$ cat src/rtl/pll_lock_sequencer.sv
// -----------------------------------------------------------------------------
// pll_lock_sequencer
//   Brings up the board PLL from the 100 MHz input clock: drives a timed
//   PLL reset pulse, waits for LOCKED with a timeout, and only raises
//   clk_ready once LOCKED has held steady. A timed-out attempt is retried a
//   bounded number of times before the block parks in FAULT. Lock loss in RUN
//   restarts the sequence. Power-down and software restart requests are
//   serviced from any state.
//
// Ports
//   clk          in   100 MHz free-running clock (PLL CLKIN domain)
//   rst_n        in   asynchronous active-low reset
//   pll_locked   in   PLL LOCKED, asynchronous to clk
//   restart      in   single-cycle pulse: restart sequence, clear retries/fault
//   pwrdn_req    in   level: hold the PLL powered down while high
//   pll_rst      out  PLL RST
//   pll_pwrdwn   out  PLL PWRDWN
//   clk_ready    out  high only in RUN
//   fault        out  high in FAULT (retries exhausted)
//   retries      out  failed attempts in the current sequence (saturating)
//   lock_losses  out  lock losses seen in RUN (saturating, cleared by rst_n)
// -----------------------------------------------------------------------------
module pll_lock_sequencer #(
    parameter int RST_CYCLES   = 16,
    parameter int LOCK_TIMEOUT = 100000,
    parameter int LOCK_STABLE  = 1024,
    parameter int MAX_RETRIES  = 3,
    parameter int SYNC_STAGES  = 2
) (
    input  logic       clk,
    input  logic       rst_n,
    input  logic       pll_locked,
    input  logic       restart,
    input  logic       pwrdn_req,
    output logic       pll_rst,
    output logic       pll_pwrdwn,
    output logic       clk_ready,
    output logic       fault,
    output logic [7:0] retries,
    output logic [7:0] lock_losses
);

    localparam int MAX_AB  = (RST_CYCLES > LOCK_TIMEOUT) ? RST_CYCLES : LOCK_TIMEOUT;
    localparam int MAX_ALL = (MAX_AB > LOCK_STABLE) ? MAX_AB : LOCK_STABLE;
    localparam int CW      = $clog2(MAX_ALL + 1);

    // Terminal counts: the counter starts at 0 on state entry, so the last
    // cycle of an N-cycle phase is seen with the counter at N-1.
    localparam logic [CW-1:0] RST_LAST     = CW'(RST_CYCLES - 1);
    localparam logic [CW-1:0] TIMEOUT_LAST = CW'(LOCK_TIMEOUT - 1);
    localparam logic [CW-1:0] STABLE_LAST  = CW'(LOCK_STABLE - 1);
    localparam logic [CW-1:0] CNT_ONE      = CW'(1);
    localparam logic [CW-1:0] CNT_ZERO     = CW'(0);
    localparam logic [7:0]    RETRY_LIMIT  = 8'(MAX_RETRIES);

    typedef enum logic [2:0] {
        ST_HOLD      = 3'd0,
        ST_WAIT_LOCK = 3'd1,
        ST_STABLE    = 3'd2,
        ST_RUN       = 3'd3,
        ST_FAULT     = 3'd4,
        ST_PWRDN     = 3'd5
    } state_e;

    // Saturating 8-bit increment used by both event counters.
    function automatic logic [7:0] sat_inc8(input logic [7:0] v);
        if (v == 8'd255) begin
            sat_inc8 = v;
        end else begin
            sat_inc8 = v + 8'd1;
        end
    endfunction

    logic [SYNC_STAGES-1:0] sync_q, sync_d;
    logic                   locked_s;

    state_e      state_q, state_d;
    logic [CW-1:0] cnt_q, cnt_d, cnt_step_s;
    logic [7:0]  retries_q, retries_d;
    logic [7:0]  lock_losses_q, lock_losses_d;
    logic        pll_rst_q, pll_rst_d;
    logic        pll_pwrdwn_q, pll_pwrdwn_d;
    logic        clk_ready_q, clk_ready_d;
    logic        fault_q, fault_d;
    logic        seq_restart_s;

    // Shift pll_locked into the synchroniser chain.
    always_comb begin
        sync_d = {sync_q[SYNC_STAGES-2:0], pll_locked};
    end

    assign locked_s = sync_q[SYNC_STAGES-1];

    // Synchroniser flops for the asynchronous LOCKED input.
    always_ff @(posedge clk or negedge rst_n) begin
        if (!rst_n) begin
            sync_q <= {SYNC_STAGES{1'b0}};
        end else begin
            sync_q <= sync_d;
        end
    end

    // Next-state, counter and counter-register logic; outputs are decoded from
    // the next state so each registered output lines up with the state it
    // describes (clk_ready falls on the very edge that leaves RUN).
    always_comb begin
        state_d       = state_q;
        cnt_step_s    = cnt_q;
        retries_d     = retries_q;
        lock_losses_d = lock_losses_q;
        seq_restart_s = 1'b0;

        if (pwrdn_req) begin
            state_d = ST_PWRDN;
        end else if (restart && (state_q != ST_PWRDN)) begin
            state_d       = ST_HOLD;
            retries_d     = 8'd0;
            seq_restart_s = 1'b1;
        end else begin
            case (state_q)
                ST_HOLD: begin
                    if (cnt_q == RST_LAST) begin
                        state_d = ST_WAIT_LOCK;
                    end else begin
                        cnt_step_s = cnt_q + CNT_ONE;
                    end
                end
                ST_WAIT_LOCK: begin
                    // Lock is checked first so it wins over a same-cycle timeout.
                    if (locked_s) begin
                        state_d = ST_STABLE;
                    end else if (cnt_q == TIMEOUT_LAST) begin
                        if (retries_q == RETRY_LIMIT) begin
                            state_d = ST_FAULT;
                        end else begin
                            retries_d = sat_inc8(retries_q);
                            state_d   = ST_HOLD;
                        end
                    end else begin
                        cnt_step_s = cnt_q + CNT_ONE;
                    end
                end
                ST_STABLE: begin
                    if (!locked_s) begin
                        state_d = ST_WAIT_LOCK;
                    end else if (cnt_q == STABLE_LAST) begin
                        state_d = ST_RUN;
                    end else begin
                        cnt_step_s = cnt_q + CNT_ONE;
                    end
                end
                ST_RUN: begin
                    if (!locked_s) begin
                        lock_losses_d = sat_inc8(lock_losses_q);
                        retries_d     = 8'd0;
                        state_d       = ST_HOLD;
                    end else begin
                        state_d = ST_RUN;
                    end
                end
                ST_FAULT: begin
                    state_d = ST_FAULT;
                end
                ST_PWRDN: begin
                    // Only reached here with pwrdn_req low.
                    retries_d = 8'd0;
                    state_d   = ST_HOLD;
                end
                default: begin
                    state_d = ST_HOLD;
                end
            endcase
        end

        // Counter restarts from zero on every state change and on a restart.
        cnt_d = ((state_d != state_q) || seq_restart_s) ? CNT_ZERO : cnt_step_s;

        pll_rst_d    = (state_d == ST_HOLD) || (state_d == ST_FAULT) || (state_d == ST_PWRDN);
        pll_pwrdwn_d = (state_d == ST_PWRDN);
        clk_ready_d  = (state_d == ST_RUN);
        fault_d      = (state_d == ST_FAULT);
    end

    // State, counter, event counters and registered outputs.
    always_ff @(posedge clk or negedge rst_n) begin
        if (!rst_n) begin
            state_q       <= ST_HOLD;
            cnt_q         <= CNT_ZERO;
            retries_q     <= 8'd0;
            lock_losses_q <= 8'd0;
            pll_rst_q     <= 1'b1;
            pll_pwrdwn_q  <= 1'b0;
            clk_ready_q   <= 1'b0;
            fault_q       <= 1'b0;
        end else begin
            state_q       <= state_d;
            cnt_q         <= cnt_d;
            retries_q     <= retries_d;
            lock_losses_q <= lock_losses_d;
            pll_rst_q     <= pll_rst_d;
            pll_pwrdwn_q  <= pll_pwrdwn_d;
            clk_ready_q   <= clk_ready_d;
            fault_q       <= fault_d;
        end
    end

    assign pll_rst     = pll_rst_q;
    assign pll_pwrdwn  = pll_pwrdwn_q;
    assign clk_ready   = clk_ready_q;
    assign fault       = fault_q;
    assign retries     = retries_q;
    assign lock_losses = lock_losses_q;

endmodule

$ cat config.mk
export PLATFORM = sky130hd
export DESIGN_NAME = pll_lock_sequencer
export DESIGN_NICKNAME = d
export VERILOG_FILES = /design/src/rtl/pll_lock_sequencer.sv
export SDC_FILE = /design/constraint.sdc
export NUM_CORES = 1
export LEC_CHECK = 0
export BUFFER_PORTS_ARGS = -buffer_cell sky130_fd_sc_hd__clkbuf_2
export CAP_MARGIN = 30
export CORE_MARGIN = 2
export CORE_UTILIZATION = 55
export DETAILED_ROUTE_END_ITERATION = 10
export HOLD_SLACK_MARGIN = 0.06
export PLACE_DENSITY = 0.8
export REMOVE_ABC_BUFFERS = 1
export SLEW_MARGIN = 20
export SYNTH_ARGS = -nofsm -noshare
export SYNTH_HDL_FRONTEND = slang
export SYNTH_SLANG_ARGS = --single-unit
$ cat constraint.sdc
create_clock -name clk -period 4.15 [get_ports clk]
set_clock_uncertainty 0.15 [all_clocks]
set_input_delay 0.83 -clock clk [delete_from_list [all_inputs] [get_ports clk]]
set_output_delay 0.83 -clock clk [all_outputs]
set_load 0.05 [all_outputs]
==> flow_summary.yaml, run 1 <==
run_status:
  status: "finished, final reports clean"
synth:
  synth_commonest_cells: "dfrtp_1, nor2_1, nand2_1"
  synth.area.top_cells: "dfrtp_1, xnor2_1, o21ai_0, nor2_1, nand2_1"
  synth-seq-cells: 42
  netlist_area_um2: 2350
  yosys_warnings: 0
  synth-edff-count: 0
  synthAdderAreaFrac: 0.0160
  ys_async_sr_fraction: 1.00
  synth_top_family_by_area: "simple AND/OR/NAND/NOR gates"
  synth.distinct_cells: 48
  synth_compound_area_frac: 0.125
  synth-xor-area-share: 0.0745
  yosysMostFrequentCell: "dfrtp_1"
  yosysTopAreaCell: "dfrtp_1"
  synth_top_cell_area_share: 0.437
  syn_inst: 247
  syn_avg_cell_area_um2: 9.51
  ys_seq_area_frac: 0.448
  synthFlopType: "dfrtp_1"
  synth_mux_area_frac: 0.0138
  synthSimpleGateAreaFrac: 0.296
sta:
  slew_viol_final: 0
  rsz0062_at_grt: "false"
  hold_viol_final: 0
  period_share: 0.631
  maxSlewHeadroom: 0.511
  worst_slack_ns: 1.53
  setup-tns-final_ns: 0
  fin_crit_ns: 2.62
  finalSetupViolCount: 0
  tightest_slew_ns: 0.731
  fmax_mhz: 382
critical_path:
  crit_chain: "nor3_1, and3_1, o211a_1, nand2_1, nand4_1, a21oi_1"
  timing.rr.start: "state_q[2]"
  path_max_fanout: 17
  slowest_stage: "dfrtp_1"
  endpoint_kind: "register"
  critPathMaxStageDelay_ns: 0.63
  crit_required_ns: 4.21
  crit_path_start_kind: "register"
  r2r.worst_path.cells: 6
  rrSetupSlack_ns: 1.53
  critPathKind: "reg -> reg"
  arrival_ns: 2.67
  r2r_end: "cnt_q[3]"
floorplanning:
  die_y_um: 69.4
  io_pins: 25
  die_w_um: 69.4
  core_region_area_um2: 4060
  row_count: 23
  start_util: 0.579
  die_area_um2: 4810
cts:
  clkSinkCount: 42
  cts_resized: 0
  htree_levels: 2
  cts_tree: "done"
  root_buffer: "clkbuf_8"
  clk_pin_slew_ns: 0.08
  cts_hold_buf: 0
  clockBufferDepth: 2
  clk_latency_ns: 0.30
  cts_buffers: 5
  cts_setup_buffers: 0
power:
  power_leakage_nw: 1.15
  peakVddDrop_mv: 0.286
  p_per_area_nw_per_um2: 322
layout:
  postLayoutCoreUtil: 0.649
  drive_above_1_share: 0.191
  finalInstanceArea_um2: 2630
  fin_nets: 279
  area_growth_pct: 12.1
  diodes: 0
  fillers: 327
drt:
  viasPerCell: 5.89
  vias: 1897
  first_pass_iters: 4
  drc_errors: 0
  wire_per_inst_um: 14.7
  finalWirelength_um: 4730
  drt_iter0_markers: 156
  ant_nets: 0
global_routing:
  antenna_found_initial: 0
  grt.total_usage: 0.213
  grt_max_degree: 25
  grt.overflow.total: 0
  grt_pass1_wl_um: 8310
  grt_pass1_vias: 1778
place:
  numPortBuffers: 24
  hpwlAfterDp_um: 3310
  placed_area_um2: 2520
  place_ws_ns: 1.52
  gp_congestion: 0.909
hold_path:
  min_path_type: "reg -> reg"
  min_to: "sync_q[1]"
  hold_depth: 0
  hold_start: "sync_q[0]"
job:
  maxCapViolCount: 0
state kept, by name, indices dropped and copies added (netlist names):
signal,count
fault,1
sync_q,2
clk_ready,1
retries,8
lock_losses,8
pll_rst,1
state_q,3
pll_pwrdwn,1
cnt_q,17
critical path, delay by kind of cell (launching register included):
| kind | cells | cell delay, ns |
|---|---|---|
| and+or+nand+nor | 4 | 1.02 |
| AOI/OAI and AO/OA | 2 | 0.72 |
| DFF | 1 | 0.63 |
cells by family after synthesis:
| logic type | count (synthesis) |
|---|---|
| XOR/XNOR | 20 |
| buffers and inverters | 15 |
| AO/OA/AOI/OAI | 44 |
| multiplexers | 3 |
| adder cells (fa/ha/maj) | 3 |
| AND/OR/NAND/NOR | 120 |
| flip-flops | 42 |
stage by stage:
stage / hold slack [ns] / total power [W] / instances
after floorplan: 0.181 / 0.000501 / 239
after global placement: 0.186 / 0.000530 / 313
after detailed placement: 0.186 / 0.000535 / 314
after CTS: 0.205 / 0.000854 / 322
after global routing: 0.208 / 0.000884 / 322
final: 0.202 / 0.000849 / 322
area by class of cell:
| class | count | area (µm²) | area share |
|---|---|---|---|
| multi-input cells | 190 | 1230 | 0.469 |
| clock inverters | 2 | 37.5 | 0.0143 |
| well taps | 50 | 62.6 | 0.0238 |
| inverters | 7 | 26.3 | 0.00998 |
| repair buffers | 25 | 148 | 0.0561 |
| clock buffers | 6 | 72.6 | 0.0276 |
| flip-flops and latches | 42 | 1050 | 0.400 |
metal layers:
metal	routed length, µm	global-route usage	up-vias	share of wire
met1	2210	0.296	913	0.47
met3	211	0.0538	5	0.045
li1	-	-	932	-
met5	0	0	-	0
met4	51	0.0654	0	0.011
met2	2260	0.328	47	0.48
power breakdown:
part	switching (W)	internal [W]	total [W]
clock	0.000143	0.000179	0.000322
sequential	0.0000144	0.000418	0.000433
combinational	0.0000668	0.0000273	0.0000941
total	0.000224	0.000625	0.000849
placed cells by master (no fill, tap or decap), types with 3 or more instances in the layout:
cell	count
nand3_1	13
or2b_1	3
dfrtp_1	41
xor2_1	3
and4_1	4
o31ai_1	4
nand2b_1	4
o21ai_0	17
or3_1	5
xnor2_1	17
and3_1	11
nor2_1	22
nor3_1	10
and2_1	3
inv_1	7
nand2_1	21
ha_1	3
a21oi_1	11
nor4_1	4
clkbuf_2	24
nor4_2	3
clkbuf_8	5
nand4_1	4
worst max path at each step:
stage | start | endpoint | slack (ns) | depth (start not counted)
6_report | state_q[2] | cnt_q[3] | 1.53 | 6
5_1_grt | state_q[2] | cnt_q[4] | 1.30 | 6
4_1_cts | state_q[2] | cnt_q[3] | 1.53 | 6
3_5_place_dp | pwrdn_req | cnt_q[3] | 1.52 | 6
3_3_place_gp | pwrdn_req | lock_losses[6] | 1.59 | 7
2_1_floorplan | retries[0] | retries[7] | 1.59 | 7
(Power assumes the default switching activity.)
==> run 2: changes to the inputs <==
CORE_UTILIZATION = 53   (was 55)
PLACE_DENSITY = 0.81   (was 0.8)
clock period = 2.1 ns   (was 4.15 ns; I/O delays follow)
==> flow_summary.yaml, run 2 (same netlist as run 1, synthesis figures left out) <==
run_status:
  status: "complete, but fails checks"
  failed_checks: "negative setup slack"
layout:
  area_growth_pct: 32.7
  drive_above_1_share: 0.351
  fillers: 319
  max_flop_register: "cnt_q"
  largest_register_ffs: 17
  fin_nets: 332
  diodes: 0
  layout_common_cells: "buf_4, dfrtp_1, clkbuf_2"
  final_common_cell: "buf_4"
critical_path:
  critPathKind: "reg -> reg"
  timing.rr.start: "retries[1]"
  rrSetupSlack_ns: -0.19
  crit_top_cell: "and3_4"
  crit_chain: "ha_2, and3_4, and3_4, a311oi_4, a31oi_4, or4_1, o21ai_1"
  critPathMaxStageDelay_ns: 0.53
  slowest_stage: "or4_1"
  r2r_end: "retries[7]"
  startpoint: "retries[1]"
  endpoint_kind: "register"
  arrival_ns: 2.37
  crit_required_ns: 2.18
  crit_path_start_kind: "register"
  path_max_fanout: 3
  crit_family: "simple AND/OR/NAND/NOR gates"
  r2r.worst_path.cells: 7
  crit_buf_inv: 0
sta:
  maxSlewHeadroom: 0.650
  rsz0062_at_grt: "true"
  period_share: 1.09
  tightest_slew_ns: 0.525
  worst_slack_ns: -0.191
  hold_viol_final: 0
  fin_crit_ns: 2.29
  finalSetupViolCount: 28
  slew_viol_final: 0
  fmax_mhz: 436
cts:
  clockBufferDepth: 2
  clk_pin_slew_ns: 0.09
  cts_buffers: 5
  cts_tree: "done"
  clk_latency_ns: 0.30
  htree_levels: 2
  clkSinkCount: 42
  root_buffer: "clkbuf_8"
drt:
  vias: 2120
  first_pass_iters: 4
  finalWirelength_um: 5510
  viasPerCell: 5.62
  drc_errors: 0
  drt_iter0_markers: 99
  wire_per_inst_um: 14.6
  ant_nets: 0
global_routing:
  grt_pass1_wl_um: 9440
  grt_max_degree: 43
  antenna_found_initial: 0
  grt.total_usage: 0.236
  grt_pass1_vias: 2132
  grt.overflow.total: 0
hold_path:
  min_path_type: "reg -> reg"
  min_to: "sync_q[1]"
  hold_start: "sync_q[0]"
  hold_depth: 0
floorplanning:
  io_pins: 25
  die_y_um: 70.6
  row_count: 24
  die_w_um: 70.6
  core_region_area_um2: 4320
  die_area_um2: 4980
  start_util: 0.543
place:
  gp_congestion: 0.862
  hpwlAfterDp_um: 3830
  numPortBuffers: 24
  place_ws_ns: -0.208
power:
  p_total_w: 0.00169
  power_leakage_nw: 1.42
  p_per_area_nw_per_um2: 542
  peakVddDrop_mv: 0.527
job:
  maxCapViolCount: 0
run 2: cell count changes in the layout (fill, tap and decap cells not counted), sizes merged:
cell,change
clkbuf,-1
dlygate4sd3,+2
bufinv,-1
buf,+51
inv,+3
clkinvlp,-1
run 2: worst max path at each step:
stage                 end  depth (start not counted)
5_1_grt        retries[7]                          7
3_3_place_gp   retries[7]                          7
3_5_place_dp   retries[4]                          7
2_1_floorplan  retries[7]                          7
6_report       retries[7]                          7
4_1_cts        retries[7]                          7
run 2: metal layers:
metal,up-vias,global-route usage,share of wire
met5,-,0,0
met4,0,0.0776,0.016
met3,10,0.0570,0.030
met2,37,0.416,0.51
met1,1034,0.284,0.44
li1,1039,-,-
run 2: stage by stage:
stage	setup TNS, ns	utilization	hold WS, ns	cells	instance area [µm²]
2_1_floorplan	-10.03	-	-0.0256	239	2310
3_3_place_gp	-0.563	0.660	0.185	359	2850
3_5_place_dp	-3.18	0.660	0.188	359	2850
4_1_cts	-1.44	0.709	0.209	373	3060
5_1_grt	-5.17	0.721	0.241	377	3120
6_report	-3.08	0.721	0.214	377	3120
run 2: area by class of cell:
| type | instances | area [µm²] | share of cell area |
|---|---|---|---|
| clock inverters | 3 | 26.3 | 0.00843 |
| inverters | 7 | 26.3 | 0.00843 |
| well taps | 52 | 65.1 | 0.0209 |
| repair buffers | 78 | 557 | 0.179 |
| flip-flops and latches | 42 | 1050 | 0.338 |
| multi-input cells | 190 | 1320 | 0.424 |
| clock buffers | 5 | 68.8 | 0.0221 |
run 2: where the power goes:
group / total, W / internal (W) / switching (W) / leakage (nW)
Sequential: 0.000840 / 0.000827 / 0.0000130 / 0.569
Combinational: 0.000278 / 0.000109 / 0.000169 / 0.806
Clock: 0.000571 / 0.000247 / 0.000324 / 0.0495
Total: 0.00169 / 0.00118 / 0.000506 / 1.42
run 2: timing repair:
| action | CTS | global route |
|---|---|---|
| setup endpoints to repair | 28 | 31 |
| gates resized for setup | 15 | 9 |
| pin swaps | 5 | 13 |
| cloned | 0 | 1 |
| buffers inserted | 4 | 3 |
| hold buffers | 2 | 0 |
| hold endpoints to repair | 42 | 0 |
